[src/rtl/inst_trace_buffer_pkg.sv]
// Shared widths, trace entry layout and capture FSM encoding for the instruction trace buffer.
// Imported by the interface, the trace FIFO and the top level.
package inst_trace_buffer_pkg;

  localparam int ADDR_LEN  = 32;
  localparam int INSTR_LEN = 32;
  localparam int TRC_W     = ADDR_LEN + INSTR_LEN;

  typedef enum logic [1:0] {
    TRC_IDLE    = 2'd0,
    TRC_ARMED   = 2'd1,
    TRC_CAPTURE = 2'd2,
    TRC_DONE    = 2'd3
  } trc_state_e;

  typedef struct packed {
    logic [ADDR_LEN-1:0]  pc;
    logic [INSTR_LEN-1:0] inst;
  } trc_entry_t;

endpackage

[src/rtl/inst_trace_buffer_if.sv]
// CPU-side trace tap plus the valid/ready drain port of the trace buffer.
// Master is the CPU/host side; slave is the trace buffer.
interface inst_trace_buffer_if;
  import inst_trace_buffer_pkg::*;

  logic [ADDR_LEN-1:0]  pc;
  logic [INSTR_LEN-1:0] inst;
  logic                 rd_valid;
  logic                 rd_ready;
  logic [ADDR_LEN-1:0]  rd_pc;
  logic [INSTR_LEN-1:0] rd_inst;

  modport master (output pc, inst, rd_ready, input rd_valid, rd_pc, rd_inst);
  modport slave  (input pc, inst, rd_ready, output rd_valid, rd_pc, rd_inst);

endinterface

[src/rtl/inst_trace_buffer_trace_fifo.sv]
// Show-ahead DEPTH x TRC_W FIFO; push visible at head one cycle later, head reads 0 when empty.
// Push while full is refused unless a pop shares the edge; clr wins over push and pop.
module inst_trace_buffer_trace_fifo
  import inst_trace_buffer_pkg::*;
#(
  parameter int DEPTH = 16,
  localparam int AW   = $clog2(DEPTH),
  localparam int LW   = AW + 1
) (
  input  logic          clk,
  input  logic          rst,
  input  logic          push,
  input  logic          pop,
  input  logic          clr,
  input  trc_entry_t    wr_dat,
  output trc_entry_t    rd_dat,
  output logic          full,
  output logic          empty,
  output logic [LW-1:0] level
);

  trc_entry_t    mem [DEPTH];
  logic [AW-1:0] wr_ptr;
  logic [AW-1:0] rd_ptr;
  logic [LW-1:0] cnt;
  logic          do_push;
  logic          do_pop;

  assign empty   = (cnt == '0);
  assign full    = (cnt == LW'(DEPTH));
  assign level   = cnt;
  assign do_pop  = pop & ~empty & ~clr;
  assign do_push = push & ~clr & (~full | do_pop);
  assign rd_dat  = empty ? '0 : mem[rd_ptr];

  always_ff @(posedge clk or posedge rst) begin
    if (rst) begin
      wr_ptr <= '0;
      rd_ptr <= '0;
      cnt    <= '0;
    end else if (clr) begin
      wr_ptr <= '0;
      rd_ptr <= '0;
      cnt    <= '0;
    end else begin
      if (do_push) wr_ptr <= wr_ptr + AW'(1);
      if (do_pop)  rd_ptr <= rd_ptr + AW'(1);
      case ({do_push, do_pop})
        2'b10:   cnt <= cnt + LW'(1);
        2'b01:   cnt <= cnt - LW'(1);
        default: cnt <= cnt;
      endcase
    end
  end

  // Storage needs no reset: the head is masked to 0 whenever the FIFO is empty.
  always_ff @(posedge clk) begin
    if (do_push) mem[wr_ptr] <= wr_dat;
  end

endmodule

[src/rtl/inst_trace_buffer.sv]
// Arm/trigger/capture FSM feeding a show-ahead trace FIFO; captured pairs reach rd_* one cycle after capture.
// Drain is independent of capture; pairs that meet a full FIFO without a same-edge pop are counted in drop_cnt.
module inst_trace_buffer
  import inst_trace_buffer_pkg::*;
#(
  parameter int DEPTH = 16,
  parameter int CNT_W = 16
) (
  input  logic                      clk,
  input  logic                      rst,
  inst_trace_buffer_if.slave        trc,
  input  logic                      arm,
  input  logic                      disarm,
  input  logic                      clear,
  input  logic [ADDR_LEN-1:0]       trig_pc,
  input  logic [CNT_W-1:0]          cap_len,
  output logic [1:0]                state_o,
  output logic [$clog2(DEPTH):0]    level,
  output logic [CNT_W-1:0]          drop_cnt
);

  trc_state_e          state;
  trc_state_e          state_nxt;
  logic [ADDR_LEN-1:0] trig_q;
  logic [CNT_W-1:0]    len_q;
  logic [CNT_W-1:0]    rem;
  logic                unbounded;
  logic                trig_hit;
  logic                cap_fire;
  logic                latch_en;
  logic                push_req;
  logic                pop_eff;
  logic                fifo_full;
  logic                fifo_empty;
  trc_entry_t          wr_dat;
  trc_entry_t          rd_dat;

  assign unbounded = (len_q == '0);
  assign trig_hit  = (state == TRC_ARMED) && (trc.pc == trig_q);

  always_ff @(posedge clk or posedge rst) begin
    if (rst) state <= TRC_IDLE;
    else     state <= state_nxt;
  end

  always_comb begin
    state_nxt = state;
    if (disarm) begin
      state_nxt = TRC_IDLE;
    end else begin
      case (state)
        TRC_IDLE:    if (arm) state_nxt = TRC_ARMED;
        TRC_ARMED:   if (trig_hit) state_nxt = (len_q == CNT_W'(1)) ? TRC_DONE : TRC_CAPTURE;
        TRC_CAPTURE: if (!unbounded && rem == CNT_W'(1)) state_nxt = TRC_DONE;
        TRC_DONE:    if (arm) state_nxt = TRC_ARMED;
        default:     state_nxt = TRC_IDLE;
      endcase
    end
  end

  always_comb begin
    cap_fire = trig_hit || (state == TRC_CAPTURE);
    latch_en = arm && !disarm && ((state == TRC_IDLE) || (state == TRC_DONE));
    // A clear edge still consumes a capture slot, it just stores nothing.
    push_req = cap_fire && !disarm && !clear;
  end

  always_ff @(posedge clk or posedge rst) begin
    if (rst) begin
      trig_q <= '0;
      len_q  <= '0;
      rem    <= '0;
    end else begin
      if (latch_en) begin
        trig_q <= trig_pc;
        len_q  <= cap_len;
      end
      if (!disarm) begin
        if (trig_hit)                  rem <= len_q - CNT_W'(1);
        else if (state == TRC_CAPTURE) rem <= rem - CNT_W'(1);
      end
    end
  end

  assign pop_eff = trc.rd_valid & trc.rd_ready & ~clear;

  always_ff @(posedge clk or posedge rst) begin
    if (rst) begin
      drop_cnt <= '0;
    end else if (clear) begin
      drop_cnt <= '0;
    end else if (push_req && fifo_full && !pop_eff && drop_cnt != '1) begin
      drop_cnt <= drop_cnt + CNT_W'(1);
    end
  end

  assign wr_dat.pc   = trc.pc;
  assign wr_dat.inst = trc.inst;

  inst_trace_buffer_trace_fifo #(.DEPTH(DEPTH)) u_trace_fifo (
    .clk    (clk),
    .rst    (rst),
    .push   (push_req),
    .pop    (pop_eff),
    .clr    (clear),
    .wr_dat (wr_dat),
    .rd_dat (rd_dat),
    .full   (fifo_full),
    .empty  (fifo_empty),
    .level  (level)
  );

  assign trc.rd_valid = ~fifo_empty;
  assign trc.rd_pc    = rd_dat.pc;
  assign trc.rd_inst  = rd_dat.inst;
  assign state_o      = state;

endmodule

[src/flat_wrapper.sv]
// flat-port wrapper written by rule: the top's interface ports become plain ports
module inst_trace_buffer_flat import inst_trace_buffer_pkg::*;
#(
  parameter int DEPTH = 16,
  parameter int CNT_W = 16
)
  (clk, rst, arm, disarm, clear, trig_pc, cap_len, state_o, level, drop_cnt, trc_pc, trc_inst, trc_rd_ready, trc_rd_valid, trc_rd_pc, trc_rd_inst);
  inst_trace_buffer_if trc_i ();
  input  logic clk;
  input  logic rst;
  input  logic arm;
  input  logic disarm;
  input  logic clear;
  input  logic [ADDR_LEN-1:0] trig_pc;
  input  logic [CNT_W-1:0] cap_len;
  output logic [1:0] state_o;
  output logic [$clog2(DEPTH):0] level;
  output logic [CNT_W-1:0] drop_cnt;
  input wire logic [$bits(trc_i.pc)-1:0] trc_pc;
  input wire logic [$bits(trc_i.inst)-1:0] trc_inst;
  input wire logic [$bits(trc_i.rd_ready)-1:0] trc_rd_ready;
  output wire logic [$bits(trc_i.rd_valid)-1:0] trc_rd_valid;
  output wire logic [$bits(trc_i.rd_pc)-1:0] trc_rd_pc;
  output wire logic [$bits(trc_i.rd_inst)-1:0] trc_rd_inst;
  assign trc_i.pc = trc_pc;
  assign trc_i.inst = trc_inst;
  assign trc_i.rd_ready = trc_rd_ready;
  assign trc_rd_valid = trc_i.rd_valid;
  assign trc_rd_pc = trc_i.rd_pc;
  assign trc_rd_inst = trc_i.rd_inst;
  inst_trace_buffer #(.DEPTH(DEPTH), .CNT_W(CNT_W)) u_core (.clk(clk), .rst(rst), .trc(trc_i), .arm(arm), .disarm(disarm), .clear(clear), .trig_pc(trig_pc), .cap_len(cap_len), .state_o(state_o), .level(level), .drop_cnt(drop_cnt));
endmodule
[config.mk]
export PLATFORM = sky130hd
export DESIGN_NAME = inst_trace_buffer_flat
export DESIGN_NICKNAME = d
export VERILOG_FILES = /design/src/rtl/inst_trace_buffer_pkg.sv /design/src/rtl/inst_trace_buffer_if.sv /design/src/rtl/inst_trace_buffer_trace_fifo.sv /design/src/rtl/inst_trace_buffer.sv /design/src/flat_wrapper.sv
export SDC_FILE = /design/constraint.sdc
export NUM_CORES = 1
export LEC_CHECK = 0
export ABC_AREA = 1
export CAP_MARGIN = 20
export CORE_MARGIN = 5
export CORE_UTILIZATION = 51
export CTS_CLUSTER_SIZE = 30
export DETAILED_ROUTE_END_ITERATION = 12
export PLACE_DENSITY = 0.69
export SETUP_SLACK_MARGIN = 0.05
export SLEW_MARGIN = 40
export SYNTH_ARGS = -nofsm -noshare
export SYNTH_HDL_FRONTEND = slang
export SYNTH_SLANG_ARGS = --single-unit
export TNS_END_PERCENT = 1
[constraint.sdc]
create_clock -name clk -period 6.8 [get_ports clk]
set_input_delay 1.02 -clock clk [delete_from_list [all_inputs] [get_ports clk]]
set_output_delay 1.02 -clock clk [all_outputs]
set_load 0.02 [all_outputs]
==> run summary <==
The total number of vias came out at 29,400. The share of the synthesized area in compound gates (AO/OA/AOI/OAI) is 0.135. The total global routing overflow came out at 0.

The count of endpoints failing hold in the final timing report was 0. The total area inside the core boundary comes to between 80,000 and 90,000 µm². Once placement completed, the tool counted placed cells totaling ~4,700.

The per-cell via count in the routed design came out at 6.00. The number of unique standard cell types used by synthesis is 47. The relative slew slack came out at 0.409. TritonCTS built the clock tree. After synthesis, the share of cell area in mux cells is 0.00299. The total routing resource utilization after global routing is 0.235. The run finished with clean final reports. The core occupancy in the finished layout came out at 0.594. Clock tree synthesis selected as its root buffer the cell sky130_fd_sc_hd__clkbuf_16. The final cell count without fillers is ~4,900. The highest net fanout along the worst path is approximately 170. The final layout contains ~3,800 nets. The number of synthesis warnings is 0. Entering global routing, the biggest net connects about 230 pins. The synthesized design contains 1,119 register bits.

By area, the combinational part of the netlist is dominated by compound AO/OA/AOI/OAI gates. Max-cap violations in this run came to 0. At the end of routability-driven placement, the weighted congestion stood at 0.801.

The data arrival time at the worst-slack endpoint is 4760 ps. For the worst flop-to-flop path, the logic depth is 15. In the synthesized netlist, the number of instances is 3,507. Setup repair after global routing left no endpoint under its margin. The worst hold-check path type is reg -> reg.

The number of antenna violations at the first check in global routing is 4. The initial detailed-routing violation count is 3,393. Counting flops with an async set or reset pin after synthesis yields a share of 0.0849. The via count of the first global-routing pass came out at approximately 29,000. For this run, the register share of the synthesized area comes to 0.732. For the worst-skew pair, the clock arrives at the later sink with an insertion delay of 680 ps.

The number of enable-type register cells in the synthesized netlist is between 1,000 and 1,500. The number of iterations in the first detailed-routing pass came out at 6. Of the total synthesized cell area, the portion taken by AND, OR, NAND and NOR gates is 0.0861.

In this run the most critical hold path is launched from u_core.trig_q[12]$_DFFE_PP0P_. The transition at the pin with the smallest max-transition slack is between 800 and 900 ps. Across all hold checks on the routed design, the worst slack comes to 528 ps. Traced cell by cell, the critical path runs through buf_12 -> buf_4 -> o21ai_0 -> o221ai_1 -> nand3_1 -> a21oi_1 -> clkdlybuf4s50_1. The routed wire length came out at roughly 110,000 µm. STA classifies the critical path endpoint as an output pin. On the critical path the largest part of the delay comes from buffers and inverters. The I/O pin count is 206. The final count of negative-setup-slack endpoints is 0. For this design, the slowest cell found on the critical path is sky130_fd_sc_hd__dfrtp_4.

The leading cell type in the layout, fill and taps excluded is sky130_fd_sc_hd__edfxtp_1. The number of pins with negative max-slew slack in the final report came to 0. STA classifies the critical path startpoint as a register.

The placed wire-length estimate after detailed placement is ~62,000 µm. A synthesized cell averages 12.9 µm². The total nets after synthesis came out at 3,642. The peak per-stage delay on the critical path is ~900 ps.

The area taken by multi-input logic gates came out at 10,800 µm². The endpoint required time on the critical path is 5780 ps. The number of antenna-violating nets in the routed design came out at 0. The post-route minimum period is 5780 ps.

The first-pass GRT wire length came out at 173,000 µm. Counting the buffers created by CTS gives 110. The top flip-flop cell by instance count after synthesis is sky130_fd_sc_hd__edfxtp_1. The hold-critical path depth came out at 1.

The finished layout cell area is 52,400 µm². The launch point of the worst reg-to-reg path is u_core.state_o[1]$_DFFE_PP0P_. After clock tree synthesis, the clock-pin slew on the worst setup and hold paths is 60 ps. Buffers inserted to repair hold after CTS numbered 0. The share of the clock period used by the worst path came out at 0.850. The total buffers and inverters traversed by the critical path is 3. In this run, post-CTS repair resized a total of 0 instances. Of the total synthesized cell area, the portion taken by XOR and XNOR cells is 0.00716.

In this run the horizontal extent of the chip is roughly 310 µm. The maximum operating frequency is between 0.15 and 0.2 GHz. The placement-stage cell area came out at 48,800 µm².

The maximum buffer depth of the clock tree came out at 3. The post-synth design cell area is around 45,000 µm². The total setup buffers inserted after CTS is 0. The number of fill cells is 6,750. The worst register-to-register path ends at u_core.u_trace_fifo.mem[10][10]$_DFFE_PP_. The top cell types in the final layout, fill and taps aside, are 1,024 x sky130_fd_sc_hd__edfxtp_1, 615 x sky130_fd_sc_hd__nor2_1, 537 x sky130_fd_sc_hd__o21ai_0.

The area enclosed by the die boundary is between 90,000 and 100,000 µm². The height of the die is ~300 µm. The leakage dissipation is 17.3 nW. The initialized floorplan defines 109 standard-cell rows. The adder and majority gate portion of the synthesized area came out at 0.00486.

The wire length per cell came out at 23.2 µm. In this run the tool buffered the top-level ports with 205 buffer cells. The layout overhead on the synthesized area came out at 15.8%. The initial cell density of the core came out at 0.513.

The critical path is of the reg -> out type. The worst setup slack for register-to-register paths is 2820 ps. For hold timing, the worst endpoint is u_core.trig_q[12]$_DFFE_PP0P_. The number of sinks driven by the clock tree came out at between 1,000 and 1,500. In the final timing run, aggregate negative setup slack is 0 ps. The power density normalized to cell area is 354 nW/µm².

The maximum VDD drop came out at 0.000280 V. The worst clock skew on the final layout is 39.7 ps. In the final layout, the share of cells above drive strength 1 is 0.0765. The area of all sequential standard cells came out at 33,100 µm². For this run, design rule violations remaining after detail routing come to 0. The H-tree depth is 3.
synth_stat cells (all sizes together), types with 16 or more instances:
library cell,count,area [µm²]
nand4,26,169
inv,120,453
a21oi,114,582
o221ai,171,1500
nor2,636,2420
nand2,166,651
dfrtp,95,2380
buf,51,265
xor2,23,201
clkbuf,186,698
nand3,90,500
edfxtp,1024,30700
ha,16,200
o211ai,92,691
o22ai,88,551
o21ai,545,2730
layout make-up:
class / instances / share of cell area
sequential: 1119 / 0.632
multi-input combinational: 2028 / 0.207
clock buffer: 147 / 0.0571
timing repair buffer: 269 / 0.0551
tap: 1165 / 0.0278
clock inverter: 53 / 0.0112
inverter: 123 / 0.00945
antenna: 3 / 0.000143
how the worst max path moves through the flow:
| stage | from | endpoint | slack [ps] | cells past startpoint |
|---|---|---|---|---|
| 2_1_floorplan | trc_pc[28] | u_core.u_trace_fifo.mem[0][0]$_DFFE_PP_ | 1520 | 14 |
| 3_3_place_gp | trc_pc[2] | u_core.u_trace_fifo.mem[5][0]$_DFFE_PP_ | 1560 | 13 |
| 6_report | u_core.u_trace_fifo.rd_ptr[0]$_DFFE_PP0P_ | trc_rd_pc[12] | 1020 | 7 |
| 4_1_cts | u_core.u_trace_fifo.rd_ptr[0]$_DFFE_PP0P_ | trc_rd_pc[12] | 1090 | 7 |
| 3_5_place_dp | trc_pc[2] | u_core.u_trace_fifo.mem[10][61]$_DFFE_PP_ | 1490 | 13 |
| 5_1_grt | u_core.u_trace_fifo.rd_ptr[0]$_DFFE_PP0P_ | trc_rd_inst[16] | 820 | 7 |
flip-flops by register name, indices dropped and copies added, names as in the netlist, 4 cells and up:
name                        flops
u_core.u_trace_fifo.wr_ptr      4
u_core.u_trace_fifo.mem      1024
u_core.u_trace_fifo.level       5
u_core.trig_q                  32
u_core.rem                     16
u_core.drop_cnt                16
u_core.u_trace_fifo.rd_ptr      4
u_core.len_q                   16
logic make-up after synthesis:
logic type | Yosys count
AO/OA/AOI/OAI | 1019
XOR/XNOR | 37
adder cells (fa/ha/maj) | 17
buffers and inverters | 360
flip-flops | 1119
multiplexers | 12
AND/OR/NAND/NOR | 943
metal layers:
metal	share of wire	wire length, µm	global-route usage
met3	0.084	9550	0.0448
met2	0.47	54000	0.375
met4	0.018	2080	0.0558
met5	0.00024	27	0
met1	0.42	48100	0.341
report_power, final:
group / internal (mW) / switching [mW] / leakage, nW
clock network: 3.47 / 2.53 / 1.73
registers: 7.74 / 0.234 / 10.3
logic: 1.55 / 3.03 / 5.19
stage by stage:
| step | power, mW | setup slack, ps |
|---|---|---|
| finish | 18.6 | 1020 |
| detailed placement | 12.7 | 1490 |
| CTS | 18.6 | 1090 |
| global route | 19.4 | 815 |
| floorplan | 10.9 | 1520 |
| global placement | 12.6 | 1560 |
Note: power is estimated with default switching activity, not from simulation.
